File: config.mk
export PLATFORM = sky130hd
export DESIGN_NAME = psa_16bit
export DESIGN_NICKNAME = d
export VERILOG_FILES = /design/src/rtl/psa_16bit.sv
export SDC_FILE = /design/constraint.sdc
export NUM_CORES = 1
export LEC_CHECK = 0
export BUFFER_PORTS_ARGS = -buffer_cell sky130_fd_sc_hd__buf_2
export CAP_MARGIN = 25
export CORE_AREA = 2 2 61 63
export DETAILED_ROUTE_END_ITERATION = 10
export DIE_AREA = 0 0 63 65
export GPL_ROUTABILITY_DRIVEN = 0
export PLACE_DENSITY = 0.76
export SYNTH_ARGS = -nofsm -noshare
export SYNTH_HDL_FRONTEND = slang
export SYNTH_SLANG_ARGS = --single-unit
File: constraint.sdc
create_clock -name clk -period 3.6 [get_ports clk]
set_input_delay 0.18 -clock clk [delete_from_list [all_inputs] [get_ports clk]]
set_output_delay 0.18 -clock clk [all_outputs]
set_load 0.01 [all_outputs]
File: src/rtl/psa_16bit.sv
// 16-bit adder/subtractor: full-width two's-complement or 4x4-bit saturating packed lanes,
// plus a sticky overflow flag. Define PSA_16BIT_SAT_EN to make the 16-bit mode saturate too.

module psa_16bit_cla4 (
  input  logic [3:0] a,
  input  logic [3:0] b,
  input  logic       cin,
  output logic [3:0] sum,
  output logic       ovfl,
  output logic       gg,
  output logic       gp
);
  logic [3:0] g, p;
  logic [4:0] c;

  assign g = a & b;
  assign p = a ^ b;

  assign c[0] = cin;
  assign c[1] = g[0] | (p[0] & cin);
  assign c[2] = g[1] | (p[1] & g[0]) | (p[1] & p[0] & cin);
  assign c[3] = g[2] | (p[2] & g[1]) | (p[2] & p[1] & g[0]) | (p[2] & p[1] & p[0] & cin);
  assign c[4] = g[3] | (p[3] & g[2]) | (p[3] & p[2] & g[1]) | (p[3] & p[2] & p[1] & g[0])
              | (p[3] & p[2] & p[1] & p[0] & cin);

  assign sum  = p ^ c[3:0];
  // Signed overflow: carry into the sign bit differs from carry out of it.
  assign ovfl = c[3] ^ c[4];
  assign gg   = g[3] | (p[3] & g[2]) | (p[3] & p[2] & g[1]) | (p[3] & p[2] & p[1] & g[0]);
  assign gp   = &p;
endmodule

module psa_16bit (
  input  logic        clk,
  input  logic        rst,
  input  logic [15:0] A,
  input  logic [15:0] B,
  input  logic        Sub,
  input  logic        pad,
  input  logic        clr,
  output logic [15:0] Sum,
  output logic        Ovfl,
  output logic        Ovfl_sticky
);
  localparam int NUM_LANES = 4;
  localparam int LANE_W    = 4;

  logic [NUM_LANES-1:0][LANE_W-1:0] a_l, b_l, raw_l, sat_l;
  logic [NUM_LANES-1:0]             cin_l, gg_l, gp_l, ovf_l;
  logic [15:0]                      raw, wide_sum;
  logic                             wide_ovfl;

  assign a_l = A;
  assign b_l = Sub ? ~B : B;

  // Inter-lane carries come from lane group generate/propagate, so no lane waits on another.
  always_comb begin : lane_carry
    logic c;
    c     = Sub;
    cin_l = '0;
    for (int i = 0; i < NUM_LANES; i++) begin
      cin_l[i] = pad ? Sub : c;
      c        = gg_l[i] | (gp_l[i] & c);
    end
  end

  for (genvar i = 0; i < NUM_LANES; i++) begin : g_lane
    psa_16bit_cla4 u_lane (
      .a    (a_l[i]),
      .b    (b_l[i]),
      .cin  (cin_l[i]),
      .sum  (raw_l[i]),
      .ovfl (ovf_l[i]),
      .gg   (gg_l[i]),
      .gp   (gp_l[i])
    );
    // An overflowed result has the wrong sign: negative-looking means positive overflow.
    assign sat_l[i] = ovf_l[i] ? (raw_l[i][LANE_W-1] ? 4'h7 : 4'h8) : raw_l[i];
  end

  assign raw       = raw_l;
  assign wide_ovfl = ovf_l[NUM_LANES-1];

`ifdef PSA_16BIT_SAT_EN
  assign wide_sum = wide_ovfl ? (raw[15] ? 16'h7FFF : 16'h8000) : raw;
`else
  assign wide_sum = raw;
`endif

  assign Sum  = pad ? sat_l : wide_sum;
  assign Ovfl = pad ? |ovf_l : wide_ovfl;

  always_ff @(posedge clk or posedge rst) begin
    if (rst)      Ovfl_sticky <= 1'b0;
    else if (clr) Ovfl_sticky <= 1'b0;
    else          Ovfl_sticky <= Ovfl_sticky | Ovfl;
  end
endmodule

# Word level (Yosys, flattened, before mapping)
# Index checks and enable logic that the tools add are counted.
[classes] mux=15 n_bitwise=128 n_reduce_logical=4
[op_table] operator="1-bit bitwise AND" n=67
[op_table] operator="1-bit OR" n=44
[op_table] operator="16-bit two-way mux" n=2
[op_table] operator="4-bit two-way mux" n=8
[op_table] operator="4-bit XOR" n=8
[op_table] operator="4-bit bitwise AND" n=4
[op_table] operator="16-bit inverter" n=1
[op_table] operator="4-bit AND reduction" n=3
[op_table] operator="1-bit two-way mux" n=5
[op_table] operator="4-bit OR reduction" n=1
[op_table] operator="1-bit XOR" n=4
[word_totals] reg_bits=1 input_bits=37 out_inout_bits=18 wordCells=148

# Depth between registers and ports, before layout
[depth] ltp_word=20 depth_mapped=16 mapped_depth_nobuf=13

# Cells and area by module
# From an unflattened synthesis, not the netlist that was laid out.
[hier_totals] hier_cells=157 area_unflattened_um2=1283.7
[by_module_without_submodules] mod="psa_16bit_cla4" instances=4 cells_per_inst=24 area_each_um2=198.9 seq_area_each_um2=0.0
[by_module_without_submodules] mod="psa_16bit" instances=1 cells_per_inst=61 area_each_um2=488.0 seq_area_each_um2=25.0

# Worst setup path after synthesis
# Ideal clock, no wire load.
[synth_path] kind="input to output" from="input port Sub" to="output port Sum[13]" t_arrival_ns=3.729 t_required_ns=3.420 setup_slack_ns=-0.309 stages=16 n_path_buf=3 cell_sequence="buf_2 buf_1 clkbuf_1 xor2_1 ha_1 and2_4 a221oi_4 a21oi_1 nand2_1 o211ai_1 a211o_1 nand2_1 fa_1 xor2_1 nor2_1 or4_1"
[synth_via] elab_chain_len=18 word_cells_on_any_way=69 cone_classes="mux: 5; bitwise: 61; reduce/logical: 3"
[synth_lines] item="from (decl)" line_no="38" source="input logic Sub,"
[synth_lines] item="16-bit two-way mux" line_no="54" source="assign b_l = Sub ? ~B : B;"
[synth_lines] item="4-bit XOR / 4-bit bitwise AND (equally long branches)" line_no="17, 16"
[synth_lines] item="1-bit bitwise AND" line_no="29" source="assign gg = g[3] | (p[3] & g[2]) | (p[3] & p[2] & g[1]) | (p[3] & p[2] & p[1] & g[0]);"
[synth_lines] item="1-bit OR / 1-bit bitwise AND (equally long branches) (2 in a row)" line_no="29"
[synth_lines] item="1-bit OR" line_no="29"
[synth_lines] item="1-bit OR" line_no="63" source="c = gg_l[i] | (gp_l[i] & c);"
[synth_lines] item="1-bit bitwise AND" line_no="63"
[synth_lines] item="1-bit OR" line_no="63"
[synth_lines] item="1-bit bitwise AND" line_no="63"
[synth_lines] item="1-bit OR" line_no="63"
[synth_lines] item="1-bit two-way mux" line_no="62" source="cin_l[i] = pad ? Sub : c;"
[synth_lines] item="1-bit bitwise AND" line_no="22" source="assign c[3] = g[2] | (p[2] & g[1]) | (p[2] & p[1] & g[0]) | (p[2] & p[1] & p[0] & cin);"
[synth_lines] item="1-bit OR" line_no="22"
[synth_lines] item="4-bit XOR" line_no="26" source="assign sum = p ^ c[3:0];"
[synth_lines] item="4-bit two-way mux (2 in a row)" line_no="78" source="assign sat_l[i] = ovf_l[i] ? (raw_l[i][LANE_W-1] ? 4'h7 : 4'h8) : raw_l[i];"
[synth_lines] item="16-bit two-way mux (*)" line_no="90" source="assign Sum = pad ? sat_l : wide_sum;"
[synth_lines] item="to (decl)" line_no="41" source="output logic [15:0] Sum,"
# Every way passes the cells marked *; elsewhere a longest branch is shown, timed or not.

# Final worst setup path
# Same ends and word-level chain as after synthesis.

==> metrics.txt <==
outcome=completed; family with the most delay on the worst path=simple AND/OR/NAND/NOR gates; largest net degree at the start of global routing=25; setup TNS=0 ps; Top FF cell, synth=dfrtp_1; clk slew on worst S/H paths=0 ps; Fin. Hold Viols=0; post-synth top area share=15.1%; Crit-path slowest cell=or4_1; CP required=3420 ps; flop2flop setup slack=2890 ps; layout net count=284; # diodes=0; minimum clock period=3320 ps; post-synthesis instance total=176; Regs by FF count=Ovfl_sticky (1); WP data arrival=3140 ps; HP Class=input port to asynchronous set/reset pin; max reg flops=1; post-CTS setup buffers=0; vias=1419; DRT iter0 DRCs=41; CP Class=input port to primary output; synth top area cells=ha_1 15%, xor2_1 15%, nand2_1 6.8%; fraction of layout cells with a size suffix above 1=33.2%; Commonest cells post-synth=24 x nand2_1, 22 x xor2_1, 16 x ha_1; Setup-failing EPs final=0; vias per cell=5.18; crit start category=input port; Remaining DRCs=0; latest clock arrival within the worst-skew pair=0 ps; Fill cells=380; asr flop ratio synth=100%; initial antenna violation count=0; PortBufs=54; Critical path buffers and inverters=2; peak supply drop=0.133 mV; Clock Skew=0 ps; CP Depth=15; net count after synthesis=232; slew margin rel.=71.6%; Design Power=0.460 mW; CP Cell Sequence=clkbuf_4, xor2_1, ha_2, and2_4, nand3_2, a21oi_2, nand2_1, o211ai_1, a211o_1, nand2_1, fa_1, xor2_1, nor2_1, or4_1, buf_2; synthesized area per cell=7.51 µm²; # resized after CTS=0; DP Area=1650 µm²; GRT Total Usage=15.6%; RSZ-0062 raised after global routing=no; cell row count=22; core area=3500 µm²; Layout Utilization=47.3%; Leak=0.818 nW; CP max FO=11; Worst-Margin Slew=426 ps; hold buffers post-CTS=0; DP HPWL=2.71 mm; R2R depth=2; Cell variety after synth=53; PwrDens=278 nW/µm²; top-count cell post-synth=nand2_1; DIE HEIGHT=65 µm; MaxCap Viol Count=0; Critical Path End Type=primary output; fmax=301 MHz; final wirelength=3.14 mm; pre-CTS setup slack=203 ps; CP max stage delay=500 ps; mapped cell area=1320 µm²; Post-DRT Antenna Nets=0; layout overhead on the synthesized area=25.1%; Largest Register=Ovfl_sticky; Ys Warns=0; CP Launch Point=Sub; vias in the first global route=1315; Max Slew Vio Count=0; Seq cells post-synth=1; Die Area=4100 µm²; cell taking the most area after synthesis=ha_1; drt pass-1 iters=4; worst reg2reg path endpoint=Ovfl_sticky; worst r2r src=Ovfl_sticky; DR WL/cell=11.5 µm; Final period util=92.4%; die span in x=63 µm; Worst Setup EP=Sum[13]; final worst slack=275 ps; Initial Util=37.8%; # IOs=55; global-route wire length before repair=5.52 mm; EDFF count, synth=0; GRT overflow=0; Final Cell Area=1650 µm²; sequential element share of the synthesized area=1.89%
[cell type report]
class	count	area, µm²	area share, %
Multi-Input combinational cell	156	1230	74.3
Timing Repair Buffer	57	295	17.9
Tap cell	48	60.1	3.63
Inverter	12	45.0	2.72
Sequential cell	1	25.0	1.51
[cell families after synthesis]
| kind of cell | count (synthesis) | synth area share (%) |
|---|---|---|
| flip-flops | 1 | 1.89 |
| XOR/XNOR | 28 | 18.5 |
| AND/OR/NAND/NOR | 51 | 20.3 |
| AO/OA/AOI/OAI | 52 | 29.2 |
| adder cells (fa/ha/maj) | 19 | 19.7 |
| buffers and inverters | 19 | 5.68 |
| multiplexers | 6 | 4.64 |
[layer usage]
metal | vias up | GRT usage [%] | wire (µm)
li1 | 743 | - | -
met1 | 638 | 20.9 | 1430
met2 | 38 | 29.3 | 1560
met3 | 0 | 0.868 | 151
met4 | 0 | 0 | 0
met5 | - | 0 | 0
[metrics by stage]
step,hold slack (ps),instances
global placement,12.1,274
detailed placement,18.6,274
floorplan,-91.3,176
CTS,18.6,274
finish,15.8,274
global route,20.2,274
[where the power goes]
group / internal, mW / switching [mW] / leakage (nW)
sequential: 0.0134 / 0.00122 / 0.0123
clock: 0 / 0 / 0
combinational: 0.202 / 0.243 / 0.806
[cell usage in the layout, fill, tap and decap left out, drive strengths merged, types with 3 or more instances in the layout]
cell,netlist,final
mux2i,5,5
inv,12,12
a31oi,3,3
buf,3,56
and2,3,3
xnor2,6,6
xor2,22,22
nand3,3,3
nor2,8,8
a21oi,13,13
fa,3,3
a211o,3,3
nand2,24,24
and3,4,4
o21ai,12,12
ha,16,16
[worst min-delay path by stage]
stage / cells past startpoint / startpoint / to / slack, ps
final: 2 / rst / Ovfl_sticky / 20
after global routing: 2 / rst / Ovfl_sticky / 20
after CTS: 2 / rst / Ovfl_sticky / 20
after detailed placement: 2 / rst / Ovfl_sticky / 20
after global placement: 2 / rst / Ovfl_sticky / 10
after floorplan: 1 / rst / Ovfl_sticky / -90
[worst reg2reg max path, cell delays in order, from the launching register on]
cell and delay, ps:
dfrtp_1 360, a21oi_1 130, a21oi_1 80
Power figures use the tool's default switching activity.
